### src/rtl/fifo_uart_tx.sv
// rtl/fifo_uart_tx.sv - FIFO read-side UART frame serialiser (optional parity via FIFO_UART_TX_PARITY_EN)
module fifo_uart_tx #(
    parameter int DATA_WIDTH = 8
) (
    input  logic                  CLK,
    input  logic                  RST,
    input  logic                  EMPTY,
    input  logic [DATA_WIDTH-1:0] RD_DATA,
    output logic                  R_INC,
    input  logic                  PAR_EN,
    input  logic                  PAR_TYP,
    output logic                  TX_OUT,
    output logic                  BUSY
);

    localparam int CNT_W = (DATA_WIDTH > 1) ? $clog2(DATA_WIDTH) : 1;
    localparam logic [CNT_W-1:0] LAST_BIT = CNT_W'(DATA_WIDTH - 1);

    typedef enum logic [2:0] {
        S_IDLE,
        S_START,
        S_DATA,
        S_STOP
`ifdef FIFO_UART_TX_PARITY_EN
        , S_PARITY
`endif
    } state_t;

    state_t                state;
    logic [DATA_WIDTH-1:0] shreg;
    logic [CNT_W-1:0]      bit_cnt;

`ifdef FIFO_UART_TX_PARITY_EN
    logic par_en_q;
    logic par_bit;
`else
    logic unused_par;
    assign unused_par = PAR_EN ^ PAR_TYP;
`endif

    // Pop only when a new frame may start: idle, or the stop bit of the previous frame.
    assign R_INC = ~EMPTY & ((state == S_IDLE) | (state == S_STOP));

    // Frame sequencer; TX_OUT and BUSY are registered alongside the state they describe.
    always_ff @(posedge CLK or posedge RST) begin
        if (RST) begin
            state   <= S_IDLE;
            shreg   <= '0;
            bit_cnt <= '0;
            TX_OUT  <= 1'b1;
            BUSY    <= 1'b0;
`ifdef FIFO_UART_TX_PARITY_EN
            par_en_q <= 1'b0;
            par_bit  <= 1'b0;
`endif
        end else begin
            case (state)
                S_IDLE, S_STOP: begin
                    if (R_INC) begin
                        shreg  <= RD_DATA;
`ifdef FIFO_UART_TX_PARITY_EN
                        // Parity is resolved at pop so later PAR_* changes cannot leak in.
                        par_en_q <= PAR_EN;
                        par_bit  <= (^RD_DATA) ^ PAR_TYP;
`endif
                        state  <= S_START;
                        TX_OUT <= 1'b0;
                        BUSY   <= 1'b1;
                    end else begin
                        state  <= S_IDLE;
                        TX_OUT <= 1'b1;
                        BUSY   <= 1'b0;
                    end
                end
                S_START: begin
                    state   <= S_DATA;
                    bit_cnt <= '0;
                    TX_OUT  <= shreg[0];
                    shreg   <= shreg >> 1;
                end
                S_DATA: begin
                    if (bit_cnt == LAST_BIT) begin
`ifdef FIFO_UART_TX_PARITY_EN
                        if (par_en_q) begin
                            state  <= S_PARITY;
                            TX_OUT <= par_bit;
                        end else begin
                            state  <= S_STOP;
                            TX_OUT <= 1'b1;
                        end
`else
                        state  <= S_STOP;
                        TX_OUT <= 1'b1;
`endif
                    end else begin
                        bit_cnt <= bit_cnt + 1'b1;
                        TX_OUT  <= shreg[0];
                        shreg   <= shreg >> 1;
                    end
                end
`ifdef FIFO_UART_TX_PARITY_EN
                S_PARITY: begin
                    state  <= S_STOP;
                    TX_OUT <= 1'b1;
                end
`endif
                default: begin
                    state  <= S_IDLE;
                    TX_OUT <= 1'b1;
                    BUSY   <= 1'b0;
                end
            endcase
        end
    end

endmodule

### config.mk
export PLATFORM = sky130hd
export DESIGN_NAME = fifo_uart_tx
export DESIGN_NICKNAME = d
export VERILOG_FILES = /design/src/rtl/fifo_uart_tx.sv
export SDC_FILE = /design/constraint.sdc
export NUM_CORES = 1
export LEC_CHECK = 0
export ABC_AREA = 1
export ABC_CLOCK_PERIOD_IN_PS = 1540
export CORE_UTILIZATION = 49
export CTS_CLUSTER_DIAMETER = 50
export DETAILED_ROUTE_END_ITERATION = 8
export HOLD_SLACK_MARGIN = 0.15
export PLACE_DENSITY = 0.78
export SLEW_MARGIN = 20
export SYNTH_ARGS = -nofsm -noshare
export SYNTH_HDL_FRONTEND = slang
export SYNTH_SLANG_ARGS = --single-unit
### constraint.sdc
create_clock -name CLK -period 1.54 [get_ports CLK]
set_clock_uncertainty 0.2 [all_clocks]
set_input_delay 0.154 -clock CLK [delete_from_list [all_inputs] [get_ports CLK]]
set_output_delay 0.154 -clock CLK [all_outputs]
set_load 0.01 [all_outputs]
Yosys cells after proc, flatten, opt, wreduce, memory -nomap -nowiden
Index checks and enable logic that the tools add are counted.
Word-level totals
  output and inout bits: 3
  bits in registers: 16
  word-level logic and storage cells: 36
Operators by class
  reduce and logical (&&, ||, !) cells: 7
  multiplexer cells: 13
  eq/ne operators: 7
  bitwise gates (word level): 3
  add/sub/neg operators: 1
Operators by type and width (number)
  8-bit one-hot mux with 3 select lines: 1
  8-bit 2-to-1 mux: 2
  3-bit one-hot mux with 3 select lines: 1
  3-bit by 2-bit equality test with 1-bit output, second input constant: 2
  3-bit 2-to-1 mux: 2
  2-bit inequality test, second input constant: 3
  3-bit one-hot mux with 2 select lines: 1
  1-bit 2-to-1 mux: 4
  2-bit OR reduction: 2
  3-bit by 1-bit adder with 3-bit output, second input constant: 1
  3-bit by 1-bit equality test with 1-bit output, second input constant: 1
  3-bit equality test, second input constant: 1
  3-bit zero test: 1
  1-bit one-hot mux with 3 select lines: 1
  3-bit AND reduction: 1
  3-bit nonzero test: 1
  1-bit one-hot mux with 2 select lines: 1
  2-bit AND reduction: 1
  2-bit nonzero test: 1
  1-bit AND: 1
  1-bit NOT: 1
  1-bit OR: 1

Depth between registers and ports, before layout
Gate-level depths: netlist of run 1.
  word-level depth: 5
  gate-level depth with buffers: 8
  gate-level depth less buffers: 7

Worst setup path after synthesis of run 1
No wires, ideal clock.
  path kind: flip-flop to flip-flop
  from: reg state[0]
  to: reg bit_cnt[0]
  clock period less this slack: 1.413 ns
  setup slack: 0.127 ns
  data arrival time: 1.096 ns
  path buffers: 1
  stages on the path, launching flop included: 8
  library setup time: 0.117 ns
  cell sequence: dfrtp_1 -> inv_1 -> ha_1 -> inv_1 -> buf_6 -> nand2_1 -> nand2_1 -> nand2_1
Between the ends
  word-level cells in the longest chain between the ends: 3
Ends and longest elaborated chain
  start: declaration: RTL line 29  | state_t state;
  start signal: assignment: RTL line 47  | state <= S_IDLE;
  start signal: assignment: RTL line 66  | state <= S_START;
  start signal: assignment: RTL line 70  | state <= S_IDLE;
  3-bit by 2-bit equality test with 1-bit output / 3-bit by 1-bit equality test with 1-bit output (equally long branches): RTL line 57  | case (state)
  2-bit inequality test (no source line) / 2-bit nonzero test (equally long branches)
  2-bit AND reduction (no source line)
  end signal: assignment: RTL line 96  | bit_cnt <= bit_cnt + 1'b1;
  end: declaration: RTL line 31  | logic [CNT_W-1:0] bit_cnt;
Parallel ways exist; a longest one is shown, timed or not.
A chain may end at the register's enable or synchronous reset.

Final worst setup path of run 1
  from: reg state[1]
  to: out R_INC
Between the ends
  word-level cells in the longest chain between the ends: 3
Ends and longest elaborated chain
  3-bit by 2-bit equality test with 1-bit output / 3-bit zero test (equally long branches): RTL line 42  | assign R_INC = ~EMPTY & ((state == S_IDLE) | (state == S_STOP));
  1-bit OR *: RTL line 42
  1-bit AND *: RTL line 42
  end: declaration: RTL line 9  | output logic R_INC,
Every way passes the cells marked *; elsewhere a longest branch is shown, timed or not.

==> impl_metrics.ini, run 1 <==
[status]
status = complete, but fails checks
violations = negative setup slack

[route]
drc = 0
dr.first_iter.drc_count = 12
drt.antenna.violating_nets = 0
top_layer_used = met4
wl_met2_um = 801
met3RoutedLength_um = 49
routedWlPerCell_um = 11.6
viasPerCell = 4.80
vias = 687
drt_pass1_iterations = 6
totalWireLength_um = 1660
met1_length_um = 771

[setup_path]
crit_arrival_ns = 1.20
required_ns = 1.19
worst_setup_path_end_kind = output pin
crit_path_start_kind = flop
critPathKind = reg -> out
crit_fanout = 2

[grt]
grt_pass1_wl_um = 2830
grt.total_usage_pct = 20.9
grt_pass1_vias = 716
grt_overflow = 0
grt_antenna_before_repair = 0
grt_max_degree = 16

[placement]
io_buffers = 13
dp_hpwl_um = 1160
dpl_worst_slack_ns = -0.150
placed_cells = 137
gp_congestion = 0.760

[floorplan]
pin_count = 16
fp.dieH_um = 42.3
std_cell_rows = 14
start_util_pct = 52.9
dieArea_sq_um = 1790
design.core.area_sq_um = 1510
die_w_um = 42.3

[synth]
ys_types = 13
yosys_warnings = 0
syn_area_sq_um = 797
ys_seq_elements = 15
synth_area_per_cell_sq_um = 7.89
synthCells = 101
yosysSeqAreaShare_pct = 47.3
synth_fp_nets = 118

[power]
leakage_uw = 0.000622
p_per_area_nw_per_um2 = 2300
power.combinational.fraction_pct = 63.0
p_sw_uw = 1090
p_sw_share_pct = 43.2
internal_power_uw = 1430
ir_drop_mv = 1.07
pwr-share-clk_pct = 9.2
power_frac_seq_pct = 27.8

[finish]
diodes = 0
final_cells = 143
fin_util_pct = 72.6
nets = 145
fillers = 119
drive_above_1_share_pct = 24.4
area_growth_pct = 37.2

[clocking]
cts_tree = yes
cts_root_buffer = clkbuf_4
cts_max_path_buffers = 2
cts_buffers = 3
clk_pin_slew_worst_paths_ns = 0.09
cts_max_level = 1
clock-sinks = 15
clock_latency_ns = 0.29

[timing]
worstMarginPinSlew_ns = 0.206
setup_violations = 1
max_freq_mhz = 643
rsz0062_at_grt = true
slew_violations = 0
timing.final.ws_setup_ns = -0.0142
finalCriticalPeriod_ns = 1.55
setup-tns-final_ns = -0.0142
hold_viol = 0
min_period_over_period_pct = 101
slew_headroom_pct = 86.3

[hold_path]
hold_class = in -> reg

[job]
max_cap_viol_count = 0
cells in the final DEF (no fill, tap or decap), drive strengths merged:
master,netlist,final
dlymetal6s2s,0,1
o21ai,4,4
nor2,1,1
dfrtp,14,14
dlygate4sd3,0,1
buf,2,11
ha,4,4
clkdlybuf4s50,0,10
clkbuf,0,4
nand3,3,3
dfstp,1,1
inv,11,11
nand2,61,61
dlygate4sd2,0,1
area by class of cell:
class	instances	area, sq um	share of cell area, %
timing repair buffer	24	233	21.3
clock buffer	4	26.3	2.40
tap	16	20.0	1.83
inverter	11	51.3	4.69
sequential	15	377	34.4
multi-input combinational	73	387	35.4
state kept, by name, indices dropped and copies added, names as in the netlist:
| register | count |
|---|---|
| BUSY | 1 |
| TX_OUT | 1 |
| bit_cnt | 3 |
| shreg | 8 |
| state | 2 |
synthesized netlist by cell type (all sizes together):
master	count	share of area, %
dfstp	1	3.3
inv	11	5.8
o21ai	4	2.5
nand2	61	33
nand3	3	1.9
ha	4	6.3
nor2	1	0.79
dfrtp	14	44
buf	2	2.8
through the flow:
stage	hold slack, ns	power (uW)	instance area (sq um)
after floorplan	-0.145	1570	797
after CTS	0.228	2280	1040
after global routing	0.261	2720	1090
after detailed placement	0.266	2000	992
final	0.226	2510	1090
after global placement	0.262	1940	992
routing by layer:
metal,GRT usage (%),up-vias
li1,-,358
met1,27.5,308
met2,33.2,16
met3,2.59,5
met4,11.9,0
met5,0,-
worst paths after layout:
path	from	endpoint	slack, ns	depth (start not counted)
setup / recovery	state[1]	R_INC	-0.01	4
hold / removal	RD_DATA[7]	shreg[7]	0.23	3
setup reg to reg	state[1]	shreg[3]	0.03	8
hold reg to reg	bit_cnt[1]	bit_cnt[1]	0.30	2
max in group asynchronous	RST	TX_OUT	0.37	4
min in group asynchronous	RST	bit_cnt[0]	0.52	4
logic make-up (layout without fill, tap and decap cells):
logic type | count (synthesis) | count (layout) | share of synthesized area (%)
adder cells (fa/ha/maj) | 4 | 4 | 6.28
buffers and inverters | 13 | 39 | 8.63
AND/OR/NAND/NOR | 65 | 65 | 35.3
flip-flops | 15 | 15 | 47.3
AO/OA/AOI/OAI | 4 | 4 | 2.51
what timing repair did:
item,in CTS,in global routing
setup endpoints to repair,11,12
gates resized for setup,9,16
pin swaps,1,11
hold endpoints to repair,14,0
buffers inserted,0,1
hold buffers,1,0
worst max-delay path, cell delays in order (launching register included):
cell and delay [ns]:
dfrtp_1 0.42, ha_4 0.30, nand2_4 0.05, inv_2 0.05
buf_6 0.09
power groups by stage:
| stage | sequential (uW) | combinational (uW) | clock (uW) |
|---|---|---|---|
| after floorplan | 678 | 889 | 0 |
| after global placement | 672 | 1260 | 0 |
| after detailed placement | 685 | 1310 | 0 |
| after CTS | 686 | 1360 | 234 |
| after global routing | 714 | 1760 | 251 |
| final | 697 | 1580 | 232 |
Note: power is estimated with default switching activity, not from simulation.
==> run 2, diff against run 1 <==
ABC_AREA = unset   (was 1)
CTS_CLUSTER_DIAMETER = unset   (was 50)
SETUP_SLACK_MARGIN = 0.15   (was unset)
==> run 2 against run 1 <==
- the run still ends with negative setup slack left
- setup slack got worse by 0.26 ns
- sequential power increased by 0.6%
- total power increased by 15%
- die area unchanged
- worst hold slack improved by 0.095 ns
- non-clock buffer count increased by 9
- synthesized area unchanged
- utilization increased by 8.8 points
- critical endpoint is now shreg[4]
- highest routed layer unchanged
==> impl_metrics.ini, run 2 <==
[floorplan]
std_cell_rows = 14
design.core.area_sq_um = 1510
pin_count = 16
dieArea_sq_um = 1790
die_w_um = 42.3
start_util_pct = 52.9
fp.dieH_um = 42.3

[route]
drt_pass1_iterations = 4
viasPerCell = 5.36
totalWireLength_um = 1940
drt.antenna.violating_nets = 0
vias = 600
routedWlPerCell_um = 17.4
dr.first_iter.drc_count = 5
drc = 0

[finish]
drive_above_1_share_pct = 52.1
area_growth_pct = 53.8
diodes = 0
final_common_cell = dfrtp_1
top_register = shreg
most-common-layout-cells = dfrtp_1, buf_4, clkdlybuf4s50_1
largest_register_ffs = 8
nets = 114
fillers = 99
reg_top3 = shreg (8), bit_cnt (3), state (2)
final_cells = 112

[clocking]
cts_buffers = 3
cts_max_level = 1
clock_latency_ns = 0.29
clk_pin_slew_worst_paths_ns = 0.10
cts_max_path_buffers = 2
cts_tree = yes
clock-sinks = 15
cts_root_buffer = clkbuf_4

[power]
leakage_uw = 0.000622
p_per_area_nw_per_um2 = 2360
total_power_uw = 2900
ir_drop_mv = 1.92

[synth]
synth.most_common_cell = dfrtp_1
yosys_warnings = 0
ys_seq_elements = 15
yosys.area.top_type = dfrtp_1
yosysSeqAreaShare_pct = 47.3
ys_types = 24
syn_area_sq_um = 797
synth_edf_count = 0
synthCells = 63
synth_fp_nets = 80
synthArstFlopShare_pct = 100
synth_top_area_share_pct = 44.0
ys_top_cells_by_area = dfrtp_1, mux2_2, ha_1, mux2_4, dfstp_2
synth_common_cells = dfrtp_1, mux2_2, inv_1, ha_1, nand2_1
synth_ff_type = dfrtp_1
synth_area_per_cell_sq_um = 12.7

[placement]
gp_congestion = 0.753
io_buffers = 13
placed_cells = 102
dp_hpwl_um = 1120

[setup_path]
cp_cell_sequence = inv_2 > ha_4 > buf_12 > a22oi_4 > buf_12 > mux2_4
critical_path_buf_inv_count = 3
crit_fanout = 8
cp_top_family = flip-flops
cpPeakStageDelay_ns = 0.41
critPathKind = reg -> reg
cpMaxStageDelayCell = dfrtp_1
worst_setup_path_end_kind = flop
required_ns = 1.52
crit_arrival_ns = 1.79
crit_top_cell = buf_12
crit_path_start_kind = flop

[grt]
grt_pass1_vias = 652
grt_max_degree = 16
grt_pass1_wl_um = 3100
grt_antenna_before_repair = 0
grt.total_usage_pct = 24.7
grt_overflow = 0

[status]
violations = negative setup slack
status = complete, but fails checks

[timing]
setup_violations = 13
finalCriticalPeriod_ns = 1.81
hold_viol = 0
slew_headroom_pct = 81.7
max_freq_mhz = 553
slew_violations = 0
worstMarginPinSlew_ns = 0.273
setup-tns-final_ns = -2.46
rsz0062_at_grt = true
min_period_over_period_pct = 118
timing.final.ws_setup_ns = -0.270

[hold_path]
hold_class = reg -> reg

[job]
max_cap_viol_count = 0
-- run 2: cell families (layout without fill, tap and decap cells) --
| logic type | count (synthesis) | in the layout | share of synthesized area [%] |
|---|---|---|---|
| adders and majority gates | 4 | 4 | 6.28 |
| DFF | 15 | 15 | 47.3 |
| AOI/OAI and AO/OA | 9 | 9 | 9.89 |
| and+or+nand+nor | 9 | 9 | 5.96 |
| buffers and inverters | 10 | 43 | 7.38 |
| muxes | 16 | 16 | 23.2 |
-- run 2: repair_timing --
item / 4_1_cts / 5_1_grt
endpoints found under the setup margin: 17 / 15
hold buffers: 1 / 0
hold endpoints to repair: 14 / 0
buffers inserted: 4 / 1
pin swaps: 7 / 1
resized for setup: 24 / 1
-- run 2: worst paths after layout --
kind / start / end / slack (ns) / cells past startpoint
max: state[0] / shreg[4] / -0.27 / 6
min in group asynchronous: RST / state[0] / 0.52 / 4
max in group asynchronous: RST / TX_OUT / 0.37 / 4
min reg2reg: shreg[6] / shreg[6] / 0.32 / 1
min: shreg[6] / shreg[6] / 0.32 / 1
max reg2reg: state[0] / shreg[4] / -0.27 / 6
-- run 2: final cells by class --
class                           count  area, sq um  area share, %
Tap cell                           16         20.0           1.63
Clock buffer                        3         22.5           1.84
Timing Repair Buffer               33          325           26.5
Multi-Input combinational cell     38          454           37.0
Clock inverter                      1         5.00          0.408
Inverter                            6         22.5           1.84
Sequential cell                    15          377           30.7
-- run 2: per-layer routing --
| layer | GRT usage (%) | wire length, um | up-vias |
|---|---|---|---|
| li1 | - | - | 286 |
| met1 | 31.8 | 844 | 292 |
| met2 | 40.3 | 998 | 16 |
| met3 | 5.60 | 63 | 6 |
| met4 | 9.38 | 37 | 0 |
| met5 | 0 | 0 | - |
-- run 2: where the power goes --
part | switching [uW] | internal, uW | total (uW)
registers | 109 | 592 | 701
clock network | 138 | 96.6 | 235
logic | 740 | 1220 | 1960
total | 987 | 1910 | 2900
-- run 2: metrics by stage --
step / area (sq um) / hold slack, ns / utilization, % / setup WS [ns]
2_1_floorplan: 851 / -0.145 / - / -0.230
3_3_place_gp: 1090 / 0.268 / 72.3 / -0.284
3_5_place_dp: 1090 / 0.271 / 72.3 / -0.322
4_1_cts: 1210 / 0.283 / 80.6 / -0.231
5_1_grt: 1230 / 0.331 / 81.4 / -0.294
6_report: 1230 / 0.321 / 81.4 / -0.270
==> RTL edit 1 (settings of run 2) <==
Encoding of `state_t`: now one-hot (4 bits for 4 states).
--- a/src/rtl/fifo_uart_tx.sv
+++ b/src/rtl/fifo_uart_tx.sv
@@ -16,11 +16,11 @@
     localparam int CNT_W = (DATA_WIDTH > 1) ? $clog2(DATA_WIDTH) : 1;
     localparam logic [CNT_W-1:0] LAST_BIT = CNT_W'(DATA_WIDTH - 1);
 
-    typedef enum logic [2:0] {
-        S_IDLE,
-        S_START,
-        S_DATA,
-        S_STOP
+    typedef enum logic [3:0] {
+        S_IDLE  = 4'b0001,
+        S_START = 4'b0010,
+        S_DATA  = 4'b0100,
+        S_STOP  = 4'b1000
 `ifdef FIFO_UART_TX_PARITY_EN
         , S_PARITY
 `endif
Function: same outputs for any inputs over 10 cycles, from zero or initial values and one cycle with RST high; not proved beyond that.
==> RTL edit 1 against run 2 <==
  * The flow still finishes with violations (setup timing)
  * Total power fell by 14%
  * Sequential cell count increased by 2
  * Wire length grew 35%
  * Die area grew 8.4%
  * Area after synthesis up 8.8%
  * Design area increased by 13%
  * Setup slack got worse by 220 ps
  * Critical path type unchanged
  * Highest routed layer unchanged
==> RTL edit 1: results (changes against run 2) <==
| Metric | Value |
|---|---|
| Status | `finished, violations left (unchanged)` |
| Failing checks | `setup timing (unchanged)` |
| Worst min-delay path category | `in2reg (was reg2reg)` |
| Layout cells sized above 1 | `56.9% (was 52.1%)` |
| Vias in the first global route | `727 (was 652)` |
| Number of DRC markers in iteration 0 | `20 (was 5)` |
| Largest regs | `shreg (8), state (4), bit_cnt (3) (was shreg (8), bit_cnt (3), state (2))` |
| Seq/Total Area, Yosys | `49.4% (was 47.3%)` |
| Hold path depth | `3 (was 1)` |
| Yosys cell types | `25 (was 24)` |
| Setup Viol. Count Final | `14 (was 13)` |
| Leakage power total | `0.000655 µW (was 0.000622 µW)` |
| Hold worst-path end | `shreg[7] (was shreg[6])` |
| Cell Count, Final, Fillers Out | `125 (was 112)` |
| Critical Path Source | `state[0] (unchanged)` |
| Critical path fanouts, max | `4 (was 8)` |
| GPL Wtd Cong | `0.779 (was 0.753)` |
| Synth Area in Adders | `2.89% (was 6.28%)` |
| Number of fill cells | `60 (was 99)` |
| First-pass GRT wire length | `3400 µm (was 3100 µm)` |
| Mux contribution to synthesized area | `20.6% (was 23.2%)` |
| Most frequent cells after synthesis | `dfrtp_1, mux2_2, a22o_1 (was dfrtp_1, mux2_2, inv_1, ha_1, nand2_1)` |
| Wirelength per Cell | `21.0 µm (was 17.4 µm)` |
| Post-route setup TNS | `-4820 ps (was -2460 ps)` |
| Final worst slack | `-489 ps (was -270 ps)` |
| CP max stage cell | `or4b_4 (was dfrtp_1)` |
| Switch share | `37.0% (was 34.1%)` |
| Placed Cells | `115 (was 102)` |
| Vias per cell | `5.90 (was 5.36)` |
| Ranking of synthesized cells by area | `dfrtp_1, mux2_2, dfstp_2 (was dfrtp_1, mux2_2, ha_1)` |
| Cell family with most CP delay | `simple AND/OR/NAND/NOR gates (was flip-flops)` |
| Global Route Usage Sum | `25.5% (was 24.7%)` |
| Post-detail-place hpwl | `1270 µm (was 1120 µm)` |
| Syn_area_per_cell | `12.4 µm² (was 12.7 µm²)` |
| Worst IR drop on VDD | `1.40 mV (was 1.92 mV)` |
| Mapped Nets | `85 (was 80)` |
| Worst hold start | `RD_DATA[7] (was shreg[6])` |
| CP endpoint | `shreg[3] (was shreg[4])` |
| Clk Latency, worst-skew pair | `310 ps (was 290 ps)` |
==> RTL edit 1: cell types whose count changed after synthesis, sizes merged, moves of 2 or more <==
| cell | run 2 | this run |
|---|---|---|
| a22o | 1 | 5 |
| inv | 6 | 3 |
| nor4 | 0 | 3 |
| buf | 4 | 2 |
| ha | 4 | 2 |
| nor2 | 1 | 3 |
==> RTL edit 1: cell type report <==
| type | instances | area, µm² | area share [%] |
|---|---|---|---|
| repair buffers | 36 | 317 | 22.9 |
| well taps | 16 | 20.0 | 1.45 |
| clock buffers | 4 | 26.3 | 1.90 |
| flip-flops and latches | 17 | 429 | 31.1 |
| inverters | 3 | 11.3 | 0.816 |
| multi-input cells | 49 | 577 | 41.8 |
==> RTL edit 1: what timing repair did <==
item,CTS,global route
buffers inserted,2,2
endpoints found under the hold margin,15,0
cloned,0,1
resized for setup,26,14
hold buffers,1,0
setup endpoints to repair,18,19
pin swaps,6,3
==> RTL edit 1: stage by stage <==
| stage | worst slack, ps | hold WS, ps | util, % |
|---|---|---|---|
| 2_1_floorplan | -421 | -121 | - |
| 3_3_place_gp | -575 | 263 | 74.2 |
| 3_5_place_dp | -620 | 289 | 74.2 |
| 4_1_cts | -469 | 227 | 82.1 |
| 5_1_grt | -525 | 228 | 87.5 |
| 6_report | -489 | 218 | 87.5 |
==> RTL edit 1: power groups by stage <==
stage | Clock [µW] | Sequential (µW) | Combinational [µW]
after floorplan | 0 | 758 | 612
after global placement | 0 | 763 | 961
after detailed placement | 0 | 776 | 1000
after CTS | 247 | 779 | 1210
after global routing | 271 | 823 | 1520
final | 255 | 807 | 1440
==> RTL edit 1: layer usage <==
metal	track usage [%]	routed length, µm	part of all wire, %
met1	34.6	1060	40
met2	37.4	1360	52
met3	6.53	111	4.2
met4	14.5	89	3.4
met5	0	0	0
==> RTL edit 2 (config.mk and constraints of run 2) <==
Without the edit above. `DATA_WIDTH`: 8 -> 32.
--- a/src/rtl/fifo_uart_tx.sv
+++ b/src/rtl/fifo_uart_tx.sv
@@ -1,6 +1,6 @@
 // rtl/fifo_uart_tx.sv - FIFO read-side UART frame serialiser (optional parity via FIFO_UART_TX_PARITY_EN)
 module fifo_uart_tx #(
-    parameter int DATA_WIDTH = 8
+    parameter int DATA_WIDTH = 32
 ) (
     input  logic                  CLK,
     input  logic                  RST,
Interface: changed (resized RD_DATA); port bits go from 16 to 40. No check against the original RTL was run, so the function may have changed too.
==> RTL edit 2 against run 2 <==
  * The flow still finishes with violations (setup timing)
  * Setup slack worse by 120 ps
  * Total power grew to 2.6 times the old value
  * Design area grew to 2.6 times the old value
  * Sequential cell count rose by 26
  * Utilization is 4.3 points lower
  * Count of clock-buffer cells in the layout rose by 4
  * Area after synthesis grew to 2.6 times the old value
  * Largest cell class unchanged
  * First-iteration DRC count rose to 16 times the old value
  * Global-route usage is 1.4 points lower
  * Wire length rose to 2.8 times the old value
  * Via count rose to 2.7 times the old value
  * Highest routed layer unchanged
==> RTL edit 2: results (changes against run 2) <==
| Metric | Value |
|---|---|
| Yosys cell types | `22 (was 24)` |
| Clock root cell | `clkbuf_8 (was clkbuf_4)` |
| Mapped Nets | `226 (was 80)` |
| Vias in the first global route | `1685 (was 652)` |
| Critical Path Source | `bit_cnt[0] (was state[0])` |
| Worst hold start | `shreg[25] (was shreg[6])` |
| Status | `finished, violations left (unchanged)` |
| GPL Wtd Cong | `0.733 (was 0.753)` |
| Final wirelength | `5410 µm (was 1940 µm)` |
| Synth Area in Adders | `2.39% (was 6.28%)` |
| Sw Pwr | `2990 µW (was 987 µW)` |
| Hold worst-path end | `shreg[25] (was shreg[6])` |
| Setup Viol. Count Final | `41 (was 13)` |
| Global Route Usage Sum | `23.3% (was 24.7%)` |
| Complex-gate fraction of the synthesized area | `16.1% (was 9.89%)` |
| Mux contribution to synthesized area | `15.9% (was 23.2%)` |
| First-pass GRT wire length | `7670 µm (was 3100 µm)` |
| Ranking of synthesized cells by area | `dfrtp_1, mux2i_1, a21oi_2 (was dfrtp_1, mux2_2, ha_1)` |
| Hold WS | `316 ps (was 321 ps)` |
| Hold path depth | `2 (was 1)` |
| Seq/Total Area, Yosys | `49.1% (was 47.3%)` |
| CTS Buf Count | `5 (was 3)` |
| Final worst slack | `-392 ps (was -270 ps)` |
| Vias | `1626 (was 600)` |
| Largest regs | `shreg (32), bit_cnt (5), state (2) (was shreg (8), bit_cnt (3), state (2))` |
| Leakage power total | `0.00137 µW (was 0.000622 µW)` |
| Worst IR drop on VDD | `1.17 mV (was 1.92 mV)` |
| Failing checks | `setup timing (unchanged)` |
| Worst R2R Path Depth | `8 (was 6)` |
| RR Startpoint | `bit_cnt[0] (was state[0])` |
-- RTL edit 2: metal layers --
layer / track usage (%) / vias to the layer above / wire length (µm)
met1: 26.1 / 809 / 2260
met3: 5.57 / 7 / 166
met4: 8.24 / 0 / 78
met5: 0 / - / 0
met2: 42.6 / 43 / 2900
li1: - / 767 / -
-- RTL edit 2: worst max-delay path: stages, from the launching register on --
cell and delay (ps):
dfrtp_1 400, ha_2 200, and3_4 160, ha_4 180, a22oi_4 230, buf_12 190
buf_12 130, nor2_2 40, a21oi_2 130
-- RTL edit 2: metrics by stage --
step / cells / setup TNS (ps) / setup slack, ps / total power [µW] / area [µm²]
finish: 302 / -13810 / -392 / 7630 / 3130
global route: 302 / -15770 / -439 / 8110 / 3130
CTS: 297 / -12720 / -370 / 7000 / 2940
detailed placement: 282 / -11620 / -353 / 5540 / 2650
global placement: 282 / -8850 / -267 / 5330 / 2650
floorplan: 185 / -9450 / -268 / 4840 / 2140
-- RTL edit 2: timing repair --
| action | CTS | global route |
|---|---|---|
| hold buffers | 1 | 0 |
| buffers inserted | 4 | 1 |
| hold endpoints to repair | 40 | 0 |
| pin swaps | 4 | 7 |
| resized for setup | 26 | 30 |
| gates cloned | 2 | 4 |
| endpoints found under the setup margin | 44 | 43 |
-- RTL edit 2: worst max-delay path by stage --
| stage | endpoint | slack [ps] | cells after the start |
|---|---|---|---|
| final | shreg[26] | -390 | 8 |
| after detailed placement | shreg[7] | -350 | 7 |
| after global routing | shreg[24] | -440 | 8 |
| after floorplan | shreg[0] | -270 | 6 |
| after global placement | shreg[4] | -270 | 7 |
| after CTS | shreg[7] | -370 | 8 |
-- RTL edit 2: power groups by stage --
stage | Sequential [µW] | Clock, µW | Combinational, µW
floorplan | 1850 | 0 | 2990
detailed placement | 1910 | 0 | 3630
finish | 1980 | 892 | 4760
global placement | 1870 | 0 | 3460
CTS | 1910 | 900 | 4190
global route | 2040 | 962 | 5120
-- RTL edit 2: cells by family (layout without fill, tap and decap cells) --
kind of cell    after synthesis  in the layout
flops                        41             41
mux                          33             33
fa+ha+maj                     4              4
simple gates                 48             48
buf+inv                      17             84
compound gates               42             42
-- RTL edit 2: area by class of cell --
cell class	count	area [µm²]	share of cell area (%)
Clock buffer	7	86.3	2.76
Clock inverter	1	30.0	0.960
Tap cell	50	62.6	2.00
Timing Repair Buffer	71	798	25.5
Sequential cell	41	1030	32.8
Inverter	5	18.8	0.600
Multi-Input combinational cell	127	1110	35.3
